**src/rtl/sdf_twiddle_gen.sv**
```systemverilog
// rtl/sdf_twiddle_gen.sv - twiddle generator for one radix-2 SDF FFT/IFFT stage
// Quarter-wave cosine ROM plus symmetry, two-stage registered pipeline.
module sdf_twiddle_gen #(
    parameter int N_POINTS = 32,
    parameter int SPAN     = 16,
    parameter int DATA_W   = 22,
    parameter int FRAC_W   = 6
) (
    input  logic                              clk,
    input  logic                              rst,
    input  logic                              in_valid,
    input  logic                              frame_start,
    input  logic                              inverse,
    output logic                              tw_valid,
    output logic signed [DATA_W-1:0]          tw_re,
    output logic signed [DATA_W-1:0]          tw_im,
    output logic [$clog2(N_POINTS/2)-1:0]     tw_idx,
    output logic                              bf_half,
    output logic                              frame_last
);
    localparam int  Q      = N_POINTS / 4;
    localparam int  STRIDE = N_POINTS / (2 * SPAN);
    localparam int  P_W    = $clog2(2 * SPAN);
    localparam int  M_W    = $clog2(N_POINTS / 2);
    localparam int  A_W    = $clog2(Q + 1);
    localparam int  CW     = FRAC_W + 2;
    localparam real PI     = 3.14159265358979323846;

    if (N_POINTS < 8 || (N_POINTS & (N_POINTS - 1)) != 0) begin : g_bad_n
        $error("sdf_twiddle_gen: N_POINTS must be a power of 2 and >= 8");
    end
    if (SPAN < 1 || SPAN > N_POINTS / 2 || (SPAN & (SPAN - 1)) != 0) begin : g_bad_span
        $error("sdf_twiddle_gen: SPAN must be a power of 2 in [1, N_POINTS/2]");
    end
    if (FRAC_W < 1 || DATA_W < CW) begin : g_bad_width
        $error("sdf_twiddle_gen: need FRAC_W >= 1 and DATA_W >= FRAC_W+2");
    end

    // Quarter-wave cosine table, rounded half away from zero at elaboration.
    logic signed [CW-1:0] rom [0:Q];
    for (genvar i = 0; i <= Q; i++) begin : g_rom
        localparam real CR = $cos(2.0 * PI * i / N_POINTS) * (2.0 ** FRAC_W);
        localparam int  CI = (CR >= 0.0) ? $rtoi(CR + 0.5) : -$rtoi(0.5 - CR);
        assign rom[i] = CW'(CI);
    end

    logic [P_W-1:0]          p_q, p_d, p_cur;
    logic                    v1_q, inv1_q, h1_q, l1_q;
    logic [M_W-1:0]          m1_q, m1_d;
    logic                    h1_d, l1_d;
    int                      m_full;

    logic                    v2_q, h2_q, l2_q;
    logic signed [DATA_W-1:0] re_q, im_q;
    logic [M_W-1:0]          m2_q;

    always_comb begin
        p_cur  = frame_start ? '0 : p_q;
        p_d    = p_q;
        if (in_valid) begin
            p_d = (p_cur == P_W'(2 * SPAN - 1)) ? '0 : p_cur + 1'b1;
        end
        h1_d   = (int'(p_cur) >= SPAN);
        l1_d   = (int'(p_cur) == 2 * SPAN - 1);
        m_full = (int'(p_cur) - SPAN) * STRIDE;
        m1_d   = h1_d ? M_W'(m_full) : '0;
    end

    always_ff @(posedge clk or posedge rst) begin
        if (rst) begin
            p_q    <= '0;
            v1_q   <= 1'b0;
            m1_q   <= '0;
            inv1_q <= 1'b0;
            h1_q   <= 1'b0;
            l1_q   <= 1'b0;
        end else begin
            p_q  <= p_d;
            v1_q <= in_valid;
            if (in_valid) begin
                m1_q   <= m1_d;
                inv1_q <= inverse;
                h1_q   <= h1_d;
                l1_q   <= l1_d;
            end
        end
    end

    // Fold m onto the first quadrant: second-quadrant angles mirror around pi/2.
    int                   m_i;
    logic [A_W-1:0]       a_re, a_im;
    logic                 neg_re;
    logic signed [CW-1:0] c_re, c_im, re_s, im_s;

    always_comb begin
        m_i = int'(m1_q);
        if (m_i <= Q) begin
            a_re   = A_W'(m_i);
            a_im   = A_W'(Q - m_i);
            neg_re = 1'b0;
        end else begin
            a_re   = A_W'(2 * Q - m_i);
            a_im   = A_W'(m_i - Q);
            neg_re = 1'b1;
        end
        c_re = rom[a_re];
        c_im = rom[a_im];
        re_s = neg_re ? -c_re : c_re;
        im_s = inv1_q ? c_im : -c_im;
    end

    always_ff @(posedge clk or posedge rst) begin
        if (rst) begin
            v2_q <= 1'b0;
            re_q <= '0;
            im_q <= '0;
            m2_q <= '0;
            h2_q <= 1'b0;
            l2_q <= 1'b0;
        end else begin
            v2_q <= v1_q;
            if (v1_q) begin
                re_q <= DATA_W'(re_s);
                im_q <= DATA_W'(im_s);
                m2_q <= m1_q;
                h2_q <= h1_q;
                l2_q <= l1_q;
            end
        end
    end

    assign tw_valid   = v2_q;
    assign tw_re      = re_q;
    assign tw_im      = im_q;
    assign tw_idx     = m2_q;
    assign bf_half    = h2_q;
    assign frame_last = l2_q;
endmodule

```
**config.mk**
```make
export PLATFORM = sky130hd
export DESIGN_NAME = sdf_twiddle_gen
export DESIGN_NICKNAME = d
export VERILOG_FILES = /design/src/rtl/sdf_twiddle_gen.sv
export SDC_FILE = /design/constraint.sdc
export NUM_CORES = 1
export LEC_CHECK = 0
export CAP_MARGIN = 10
export CORE_MARGIN = 2
export CORE_UTILIZATION = 40
export CTS_CLUSTER_SIZE = 40
export DETAILED_ROUTE_END_ITERATION = 6
export GPL_ROUTABILITY_DRIVEN = 0
export HOLD_SLACK_MARGIN = 0.02
export PLACE_DENSITY_LB_ADDON = 0.08
export SYNTH_ARGS = -nofsm -noshare
export SYNTH_HDL_FRONTEND = slang
export SYNTH_SLANG_ARGS = --single-unit
```
**constraint.sdc**
```tcl
create_clock -name clk -period 3.9 [get_ports clk]
set_clock_uncertainty 0.2 [all_clocks]
set_input_delay 0.78 -clock clk [delete_from_list [all_inputs] [get_ports clk]]
set_output_delay 0.78 -clock clk [all_outputs]
set_load 0.02 [all_outputs]
```
* Word-level counts from Yosys, hierarchy flattened
Memory sizes are Yosys's and may differ from the RTL's.
Index checks and enable logic that the tools add are counted.
** Operators by class
- Eq/ne operators :: 2
- Div/mod/pow operators :: 0
- Multiplexer cells :: 11
- $mul :: 0
- Magnitude comparators :: 4
- Bitwise gates (word level) :: 2
- Add/sub/neg operators :: 7
- Reductions and logical operators :: 0
- Shift-type cells :: 0
** Operator list (number)
- $mux W8 :: 6
- $neg A8 Y8 :: 2
- $ge A5 B5 Y1 const B :: 3
- $mux W4 :: 3
- $mux W5 :: 2
- $not A4 Y5 :: 2
- $add A5 B1 Y5 const B :: 1
- $eq A5 B1 Y1 const B :: 1
- $eq A5 B5 Y1 const B :: 1
- $le A4 B4 Y1 const B :: 1
- $sub A1 B4 Y4 const A :: 1
- $sub A4 B1 Y4 const B :: 1
- $sub A4 B4 Y4 const A :: 1
- $sub A4 B4 Y4 const B :: 1
** Word-level totals
- Memory bits (read-only) :: 256
- Memories :: 2
- Output and inout port bits :: 51
- RAM bits :: 0
- Word-level logic and storage cells :: 40
- Latch bits :: 0
- Register bits :: 36
- Input port bits :: 5
** Memory list
- (no name shown) :: depth 16, width 8, rd ports 1, clocked after memory_dff 0, wr ports 0, line 107 : c_im = rom[a_im];
- (no name shown) :: depth 16, width 8, rd ports 1, clocked after memory_dff 0, wr ports 0, line 106 : c_re = rom[a_re];

* Depth between registers and ports, before layout
Gate-level depths: netlist of run 1.
- Depth after elaboration :: 8
- Gate-level depth with buffers :: 12
- Mapped depth without buffers :: 10

* Least setup slack after synthesis of run 1
OpenSTA, ideal clock, no wires.
- Path type :: register to register
- From :: reg m1_q[0]
- To :: reg im_q[4], in the netlist tw_im[4]
- Clock period less this slack :: 2.726 ns
- Required time :: 3.575 ns
- Setup time :: 0.125 ns
- Slack :: 1.174 ns
- Arrival time :: 2.401 ns
- Buffers on the path :: 2
- Cell stages (with the launch flop) :: 13
- Cells stage by stage :: dfrtp_1 buf_6 inv_1 ha_1 buf_6 xor2_1 and3_1 a211oi_2 ha_1 nor3b_1 a21oi_1 xnor2_1 mux2_2
** Between the ends
- Cells in the longest elaborated chain, start to end :: 8
- Elaborated cells between the ends (all ways) :: 10
- Classes of those cells :: 3 x add/sub; 1 x order compare; 4 x mux; 1 x bitwise; 1 x memory
** Ends and longest elaborated chain
- start, declared :: line 49 : logic [M_W-1:0] m1_q, m1_d;
- start signal, assigned :: line 81 : m1_q <= m1_d;
- $sub A4 B4 Y4, or another cell as far along :: line 103 : a_im = A_W'(m_i - Q);
- $mux W4 * :: line 97 : if (m_i <= Q) begin
- $not A4 Y5 (not written as such) * :: line 107
- $mem_v2 Z16 W8 *
- $mux W8 (not written as such) * (2 in series) :: line 107
- $neg A8 Y8 :: line 109 : im_s = inv1_q ? c_im : -c_im;
- $mux W8 * :: line 109
- end signal, assigned :: line 124 : im_q <= DATA_W'(im_s);
- end, declared :: line 54 : logic signed [DATA_W-1:0] re_q, im_q;
Mark *: on every way between the ends. The rest lies on a longest branch, timed or not. The select of a mux whose other input is x is not followed.
A chain may end at the register's enable or synchronous reset.

* Final worst setup path of run 1
Same ends and word-level chain as after synthesis.

==> flow_summary.ini, run 1 <==
[outcome]
status = finished, final reports clean

[cts]
cts.reportedPaths.clkPinSlew_ps = 80
post_cts_buffers = 0
cts.sinks = 36
cts_buffers = 5
cts-root-buf = clkbuf_8
clkLatencyLatePin_ps = 290
clockBufferDepth = 2
cts_tree = built
postCtsHoldBufs = 0
cts-resized-gates = 0
htree_num_levels = 2

[finish]
syn_to_final_growth_pct = 16.73
drive_gt1_frac = 0.1424
final_util = 0.4784
num_antenna_cells = 0
fin_area_sq_um = 3020
layout.nets = 313
fin_cells = 379

[power_and_ir_drop]
cellPowerDensity_nw_per_um2 = 266.6
power_leakage_nw = 1.196
ir_worst_vdd_mv = 0.1510
power_uw = 805.4

[sta]
period_minus_slack_ps = 3315
tns_ps = 0
post-route-period-util = 0.8499
rsz0062_at_grt = no
finalSetupViolations = 0
tightest_slew_ps = 942.7
holdWs_ps = 304.8
finalWorstSetupSlack_ps = 585.5
finalMaxSlewViolations = 0
max_freq_mhz = 301.7
max_slew_margin = 0.3716
hold_viol = 0

[critical_path]
reg2reg_from = m1_q[0]
start_kind = register
r2r_cells = 10
crit_type = reg2reg
r2r-end = tw_im[4]
worst_ep_required_time_ps = 3890
reg2reg_slack_ps = 590
critPathCaptureType = register
cp_max_fo = 21
arrival_ps = 3300

[floorplan]
dieWidth_um = 84.43
initial_core_util = 0.4098
io_pins = 56
coreArea_sq_um = 6314
die_area_sq_um = 7128
rows = 29
fp.dieH_um = 84.43

[synth]
synth_most_common_cell = dfrtp_1
yosysTopAreaCell = dfrtp_1
synth.top_cell.area_share = 0.3482
syn-cell-area_sq_um = 2587
ys_ff_latch = 36
synth_edf_count = 0
synthTopCellsByArea = dfrtp_1, buf_4, mux2_2, a21oi_1, nor2_1
ys.flop_type = dfrtp_1
synth_area_per_cell_sq_um = 9.175
async_flop_share = 1.000
synth_common_cells = dfrtp_1, buf_4, a21oi_1, nor2_1, mux2_2
yosys_warnings = 0
ys_types = 52
syn_inst = 282
ys_seq_area_frac = 0.3482
synth_fp_nets = 294

[global_route]
grt_pass1_vias = 1917
grt_start_max_net_pins = 37
antenna_found_initial = 0
grt_overflow_total = 0
grt.total_usage = 0.1649
grt_pass1_wl_um = 9646

[route]
vias_per_cell = 5.222
ant_nets = 0
drtPass1Iterations = 4
routed_wl_um = 5644
vias = 1979
routedWlPerCell_um = 14.89
drc = 0
drt_iter0_drc = 127

[worst_hold_path]
hold_depth = 1
hold_path.class = reg2reg
min_from = p_q[4]
whs_endpoint = p_q[4]

[flow_run]
drv_cap = 0

[placement]
placed_area_sq_um = 2928
placed_cells = 371
dp_slack_ps = 648.7
hpwlAfterDp_um = 3924
port_buffers = 55
metal layers:
metal / wire length [um] / part of all wire / vias to the layer above / global-route usage
li1: - / - / 1003 / -
met1: 2867 / 0.51 / 940 / 0.2397
met2: 2534 / 0.45 / 30 / 0.2540
met3: 194 / 0.034 / 6 / 0.03441
met4: 48 / 0.0085 / 0 / 0.03752
met5: 0 / 0 / - / 0
layout by cell type, fill, tap and decap left out, types with 4 or more instances in the layout:
master           netlist  layout
nor2b_1                8       8
xor2_1                 7       7
o21ai_0               12      12
nand2b_1               5       5
buf_4                 32       5
nand2_1               14      14
dfrtp_1               36      36
clkbuf_8               0       5
a21oi_1               24      24
o22ai_1                4       4
ha_1                   7       7
nor2_1                24      24
o21ai_1                6       6
clkdlybuf4s50_1        0      55
mux2_2                17      17
inv_1                  8       8
xnor2_1                6       6
nand3_1                8       8
a31oi_1                7       7
how the worst max path moves through the flow:
| stage | startpoint | end | cells after the start | slack [ps] |
|---|---|---|---|---|
| global placement | m1_q[0] | tw_im[4] | 10 | 760 |
| CTS | m1_q[0] | tw_im[4] | 10 | 640 |
| global route | m1_q[0] | tw_im[4] | 10 | 360 |
| finish | m1_q[0] | tw_im[4] | 10 | 590 |
| floorplan | m1_q[0] | tw_im[4] | 12 | 1170 |
| detailed placement | m1_q[0] | tw_im[4] | 10 | 650 |
registers in the layout (all words and copies together), names as in the netlist:
name	cells
tw_im	8
tw_re	8
p_q	5
m1_q	4
tw_idx	4
bf_half	1
frame_last	1
h1_q	1
inv1_q	1
l1_q	1
tw_valid	1
v1_q	1
cell type report:
cell class	instances	area (sq um)
fillers	645	3293
multi-input cells	188	1305
flip-flops and latches	36	900.9
repair buffers	60	588.1
well taps	77	96.34
clock buffers	5	68.82
inverters	10	37.54
clock inverters	3	23.77
power by group:
part	internal (mW)	leakage [nW]	switching, mW
Sequential	0.395	0.471	0.0249
Clock	0.126	0.0404	0.144
Combinational	0.0554	0.684	0.0593
Total	0.577	1.20	0.228
kinds of logic (layout without fill, tap and decap cells):
kind of cell	count (synthesis)	in the layout	share of synthesized area
mux	18	18	0.07978
buf+inv	58	78	0.1475
fa+ha+maj	7	7	0.03385
compound gates	73	73	0.1862
xor+xnor	13	13	0.04400
flops	36	36	0.3482
simple gates	77	77	0.1605
critical path: stages (launching register included):
cell and delay, ps:
dfrtp_1 380, inv_1 200, ha_1 640, nand2b_1 310
a311oi_1 160, a211oi_2 290, ha_1 210, nor3b_1 290
a21oi_1 130, xnor2_1 140, mux2_2 260
Power figures use the tool's default switching activity.
==> run 2: changes to the inputs <==
==> constraint.sdc (replaced) <==
create_clock -name clk -period 2.9 [get_ports clk]
set_clock_uncertainty 0.2 [all_clocks]
set_input_delay 0.58 -clock clk [delete_from_list [all_inputs] [get_ports clk]]
set_output_delay 0.58 -clock clk [all_outputs]
set_load 0.02 [all_outputs]
==> run 2 against run 1 <==
Sequential share of layout area down 1.1 points; sequential power up 34%; via count up 3.3%; power up 45%; clock power up 64%; highest routed layer unchanged; first-iteration DRC count down 33%; largest cell class unchanged.
==> flow_summary.ini, run 2 (same netlist as run 1, synthesis figures left out) <==
[global_route]
grt.total_usage = 0.1617
grt_overflow_total = 0
grt_pass1_wl_um = 9321
antenna_found_initial = 0
grt_start_max_net_pins = 37
grt_pass1_vias = 1960

[finish]
num_antenna_cells = 0
fillers = 617
layout.nets = 324
syn_to_final_growth_pct = 21.18
fin_cells = 390
fin_area_sq_um = 3136
final_util = 0.4966
mostFrequentLayoutCells = clkdlybuf4s50_1, dfrtp_1, nor2_1, a21oi_1, mux2_2
drive_gt1_frac = 0.1821
layout_commonest_cell = clkdlybuf4s50_1

[critical_path]
r2r-end = tw_im[6]
critPathCaptureType = register
r2r_cells = 10
arrival_ps = 2600
reg2reg_from = m1_q[0]
crit_chain = inv_1 > ha_2 > a31oi_1 > a311oi_2 > a211oi_2 > ha_1 > nor3b_2 > a41oi_1 > xor2_1 > a21oi_1
crit_type = reg2reg
start_kind = register
worst_ep_required_time_ps = 2840
reg2reg_slack_ps = 240
cp_max_fo = 11
critPathSlowestCell = ha_2
critPathMaxStageDelay_ps = 450

[power_and_ir_drop]
power_leakage_nw = 1.266
power_mw = 1.166
cellPowerDensity_nw_per_um2 = 371.9
ir_worst_vdd_mv = 0.2760

[sta]
post-route-period-util = 0.9169
rsz0062_at_grt = no
tns_ps = 0
max_freq_mhz = 376.1
finalMaxSlewViolations = 0
hold_viol = 0
max_slew_margin = 0.4395
finalSetupViolations = 0
period_minus_slack_ps = 2659
tightest_slew_ps = 840.7

[worst_hold_path]
hold_path.class = reg2reg
min_from = p_q[4]
whs_endpoint = p_q[4]
hold_depth = 1

[cts]
cts_buffers = 5
cts.reportedPaths.clkPinSlew_ps = 80
cts-resized-gates = 0
cts-root-buf = clkbuf_8
postCtsHoldBufs = 0
cts_tree = built
post_cts_buffers = 0
clockBufferDepth = 2
clkLatencyLatePin_ps = 290
htree_num_levels = 2
cts.sinks = 36

[route]
routedWlPerCell_um = 14.47
ant_nets = 0
vias = 2044
routed_wl_um = 5642
drtPass1Iterations = 4
drt_iter0_drc = 85
vias_per_cell = 5.241
drc = 0

[floorplan]
dieWidth_um = 84.43
fp.dieH_um = 84.43
die_area_sq_um = 7128
io_pins = 56
coreArea_sq_um = 6314
rows = 29
initial_core_util = 0.4098

[outcome]
status = finished, final reports clean

[placement]
port_buffers = 55
hpwlAfterDp_um = 4042
placed_area_sq_um = 3010
placed_cells = 382

[flow_run]
drv_cap = 0
run 2: cell type report:
class | count | area [sq um] | share of cell area
Sequential cell | 36 | 900.9 | 0.2873
Timing Repair Buffer | 71 | 670.6 | 0.2139
Tap cell | 77 | 96.34 | 0.03073
Inverter | 10 | 37.54 | 0.01197
Clock buffer | 5 | 68.82 | 0.02195
Clock inverter | 3 | 42.54 | 0.01357
Multi-Input combinational cell | 188 | 1319 | 0.4206
run 2: per-stage QoR:
stage | hold slack [ps] | setup WS, ps
after floorplan | 215.3 | 174.4
after detailed placement | 291.0 | 147.9
after CTS | 310.4 | 140.7
after global routing | 320.8 | 42.80
final | 305.1 | 241.0
after global placement | 282.4 | 210.2
run 2: worst max path at each step:
stage	startpoint	end	slack, ps
finish	m1_q[0]	tw_im[6]	240
global route	m1_q[0]	tw_im[6]	40
CTS	m1_q[1]	tw_im[4]	140
detailed placement	m1_q[1]	tw_im[4]	150
global placement	m1_q[1]	tw_im[4]	210
floorplan	m1_q[0]	tw_im[4]	170
run 2: layer usage:
metal | GRT usage | vias to the layer above | routed length [um]
li1 | - | 1026 | -
met3 | 0.03343 | 16 | 190
met2 | 0.2460 | 46 | 2477
met5 | 0 | - | 0
met4 | 0.06926 | 0 | 144
met1 | 0.2237 | 956 | 2830
run 2: critical path: cells and delay by family, from the launching register on:
kind,cells,cell delay (ps)
AO/OA/AOI/OAI,5,890
XOR/XNOR,1,190
adder cells (fa/ha/maj),2,650
buffers and inverters,1,80
flip-flops,1,340
AND/OR/NAND/NOR,1,160
run 2: power by group:
group / switching (mW) / total, mW / internal [mW] / leakage [nW]
combinational: 0.0799 / 0.157 / 0.0767 / 0.740
sequential: 0.0329 / 0.564 / 0.531 / 0.471
clock: 0.191 / 0.445 / 0.254 / 0.0541
total: 0.304 / 1.17 / 0.863 / 1.27
==> run 3: changes to the inputs <==
--- a/config.mk
+++ b/config.mk
@@ -6,8 +6,10 @@
 export NUM_CORES = 1
 export LEC_CHECK = 0
 export CAP_MARGIN = 10
-export CORE_MARGIN = 2
-export CORE_UTILIZATION = 40
+export CELL_PAD_IN_SITES_DETAIL_PLACEMENT = 1
+export CELL_PAD_IN_SITES_GLOBAL_PLACEMENT = 2
+export CORE_MARGIN = 8
+export CORE_UTILIZATION = 33
 export CTS_CLUSTER_SIZE = 40
 export DETAILED_ROUTE_END_ITERATION = 6
 export GPL_ROUTABILITY_DRIVEN = 0
==> constraint.sdc (replaced) <==
create_clock -name clk -period 3.13 [get_ports clk]
set_clock_uncertainty 0.2 [all_clocks]
set_input_delay 0.626 -clock clk [delete_from_list [all_inputs] [get_ports clk]]
set_output_delay 0.626 -clock clk [all_outputs]
set_load 0.02 [all_outputs]
==> run 3 against run 2 <==
Design area down 0.68%; sequential cell count unchanged; worst hold slack better by 1.6 ps; sequential power down 7.1%; first-iteration DRC count down 35%; power down 14%; via count up 0.73%; non-clock buffer count down 2; critical path type unchanged; largest cell class unchanged.
==> flow_summary.ini, run 3 (same netlist as run 1, synthesis figures left out) <==
[floorplan]
die_area_sq_um = 10930
coreArea_sq_um = 7647
initial_core_util = 0.3384
dieWidth_um = 104.6
io_pins = 56
rows = 32
fp.dieH_um = 104.6

[sta]
finalMaxSlewViolations = 0
hold_viol = 0
period_minus_slack_ps = 2780
post-route-period-util = 0.8882
holdWs_ps = 306.7
max_freq_mhz = 359.7
finalWorstSetupSlack_ps = 350.0
finalSetupViolations = 0
tns_ps = 0
rsz0062_at_grt = no
max_slew_margin = 0.4302
tightest_slew_ps = 854.8

[global_route]
use_met2 = 0.2104
met1_usage = 0.1593
grt_overflow_total = 0
grt_start_max_net_pins = 37
grt_pass1_wl_um = 11500
grt_pass1_vias = 2135
grt.total_usage = 0.1261
antenna_found_initial = 0
grtUsageMet3 = 0.03317
top_usage_layer = met2

[flow_run]
drv_cap = 0

[critical_path]
critPathMostFrequentCell = ha_1
critPathCaptureType = register
worst_ep_required_time_ps = 3100
start_kind = register
crit_type = reg2reg
crit_chain = inv_1 > ha_1 > buf_4 > nor2_1 > and3_1 > a211oi_2 > ha_1 > nor3b_1 > a21oi_1 > xnor2_1 > mux2_2
cp_max_fo = 9
critPathSlowestCell = dfrtp_1
arrival_ps = 2750
critPathMaxStageDelay_ps = 380

[finish]
mostFrequentLayoutCells = clkdlybuf4s50_1, dfrtp_1, nor2_1, a21oi_1, mux2_2
fillers = 896
layout_commonest_cell = clkdlybuf4s50_1
layout.nets = 322
final_util = 0.4072
syn_to_final_growth_pct = 20.36
num_antenna_cells = 0
drive_gt1_frac = 0.1672

[cts]
htree_num_levels = 2
clockBufferDepth = 2
cts.sinks = 36
postCtsHoldBufs = 0
post_cts_buffers = 0
cts_buffers = 5
cts-resized-gates = 0
cts_tree = built
clkLatencyLatePin_ps = 290
cts-root-buf = clkbuf_8
cts.reportedPaths.clkPinSlew_ps = 80

[placement]
hpwlAfterDp_um = 5164
dp_slack_ps = 382.5
port_buffers = 55

[route]
routed_wl_um = 6925
routedWlPerCell_um = 16.77
vias_per_cell = 4.985
vias = 2059
drt_iter0_drc = 55
drtPass1Iterations = 4
drc = 0
ant_nets = 0

[worst_hold_path]
hold_path.class = reg2reg

[outcome]
status = finished, final reports clean

[power_and_ir_drop]
power_leakage_nw = 1.246
ir_worst_vdd_mv = 0.1691
cellPowerDensity_nw_per_um2 = 321.3
==> run 3: power by group <==
part	internal (mW)	switching, mW	total, mW	leakage (nW)
sequential	0.492	0.0314	0.524	0.471
combinational	0.0701	0.0772	0.147	0.727
clock	0.155	0.174	0.330	0.0479
==> run 3: cell type report <==
cell class                      count  area, sq um  area share
Multi-Input combinational cell    188         1305      0.4190
Inverter                           10        37.54     0.01205
Sequential cell                    36        900.9      0.2893
Clock inverter                      3        18.77    0.006027
Tap cell                          102        127.6     0.04098
Clock buffer                        5        68.82     0.02210
Timing Repair Buffer               69        655.6      0.2105
==> run 3: critical path, delay by kind of cell, from the launching register on <==
kind / cells / cell delay [ps]
AO/OA/AOI/OAI: 2 / 330
XOR/XNOR: 1 / 140
adder cells (fa/ha/maj): 2 / 460
buffers and inverters: 2 / 320
flip-flops: 1 / 380
multiplexers: 1 / 260
AND/OR/NAND/NOR: 3 / 570
==> run 3: metal layers <==
metal	wire (um)	share of wire
met1	3361	0.49
met2	3253	0.47
met3	254	0.037
met4	55	0.0079
met5	0	0
==> run 3: worst paths after layout <==
check | slack, ps | end | startpoint | depth (start not counted)
max | 350 | tw_im[4] | m1_q[0] | 11
min | 310 | frame_last | l1_q | 1
max reg2reg | 350 | tw_im[4] | m1_q[0] | 11
min reg2reg | 310 | frame_last | l1_q | 1
max in group asynchronous | 1850 | tw_re[0] | rst | 3
min in group asynchronous | 550 | v1_q | rst | 3
==> run 3: metrics by stage <==
step	cells	instance area, sq um	power (mW)
2_1_floorplan	282	2587	0.6240
3_3_place_gp	405	3027	0.6802
3_5_place_dp	405	3027	0.6832
4_1_cts	413	3114	1.017
5_1_grt	413	3114	1.053
6_report	413	3114	1.001
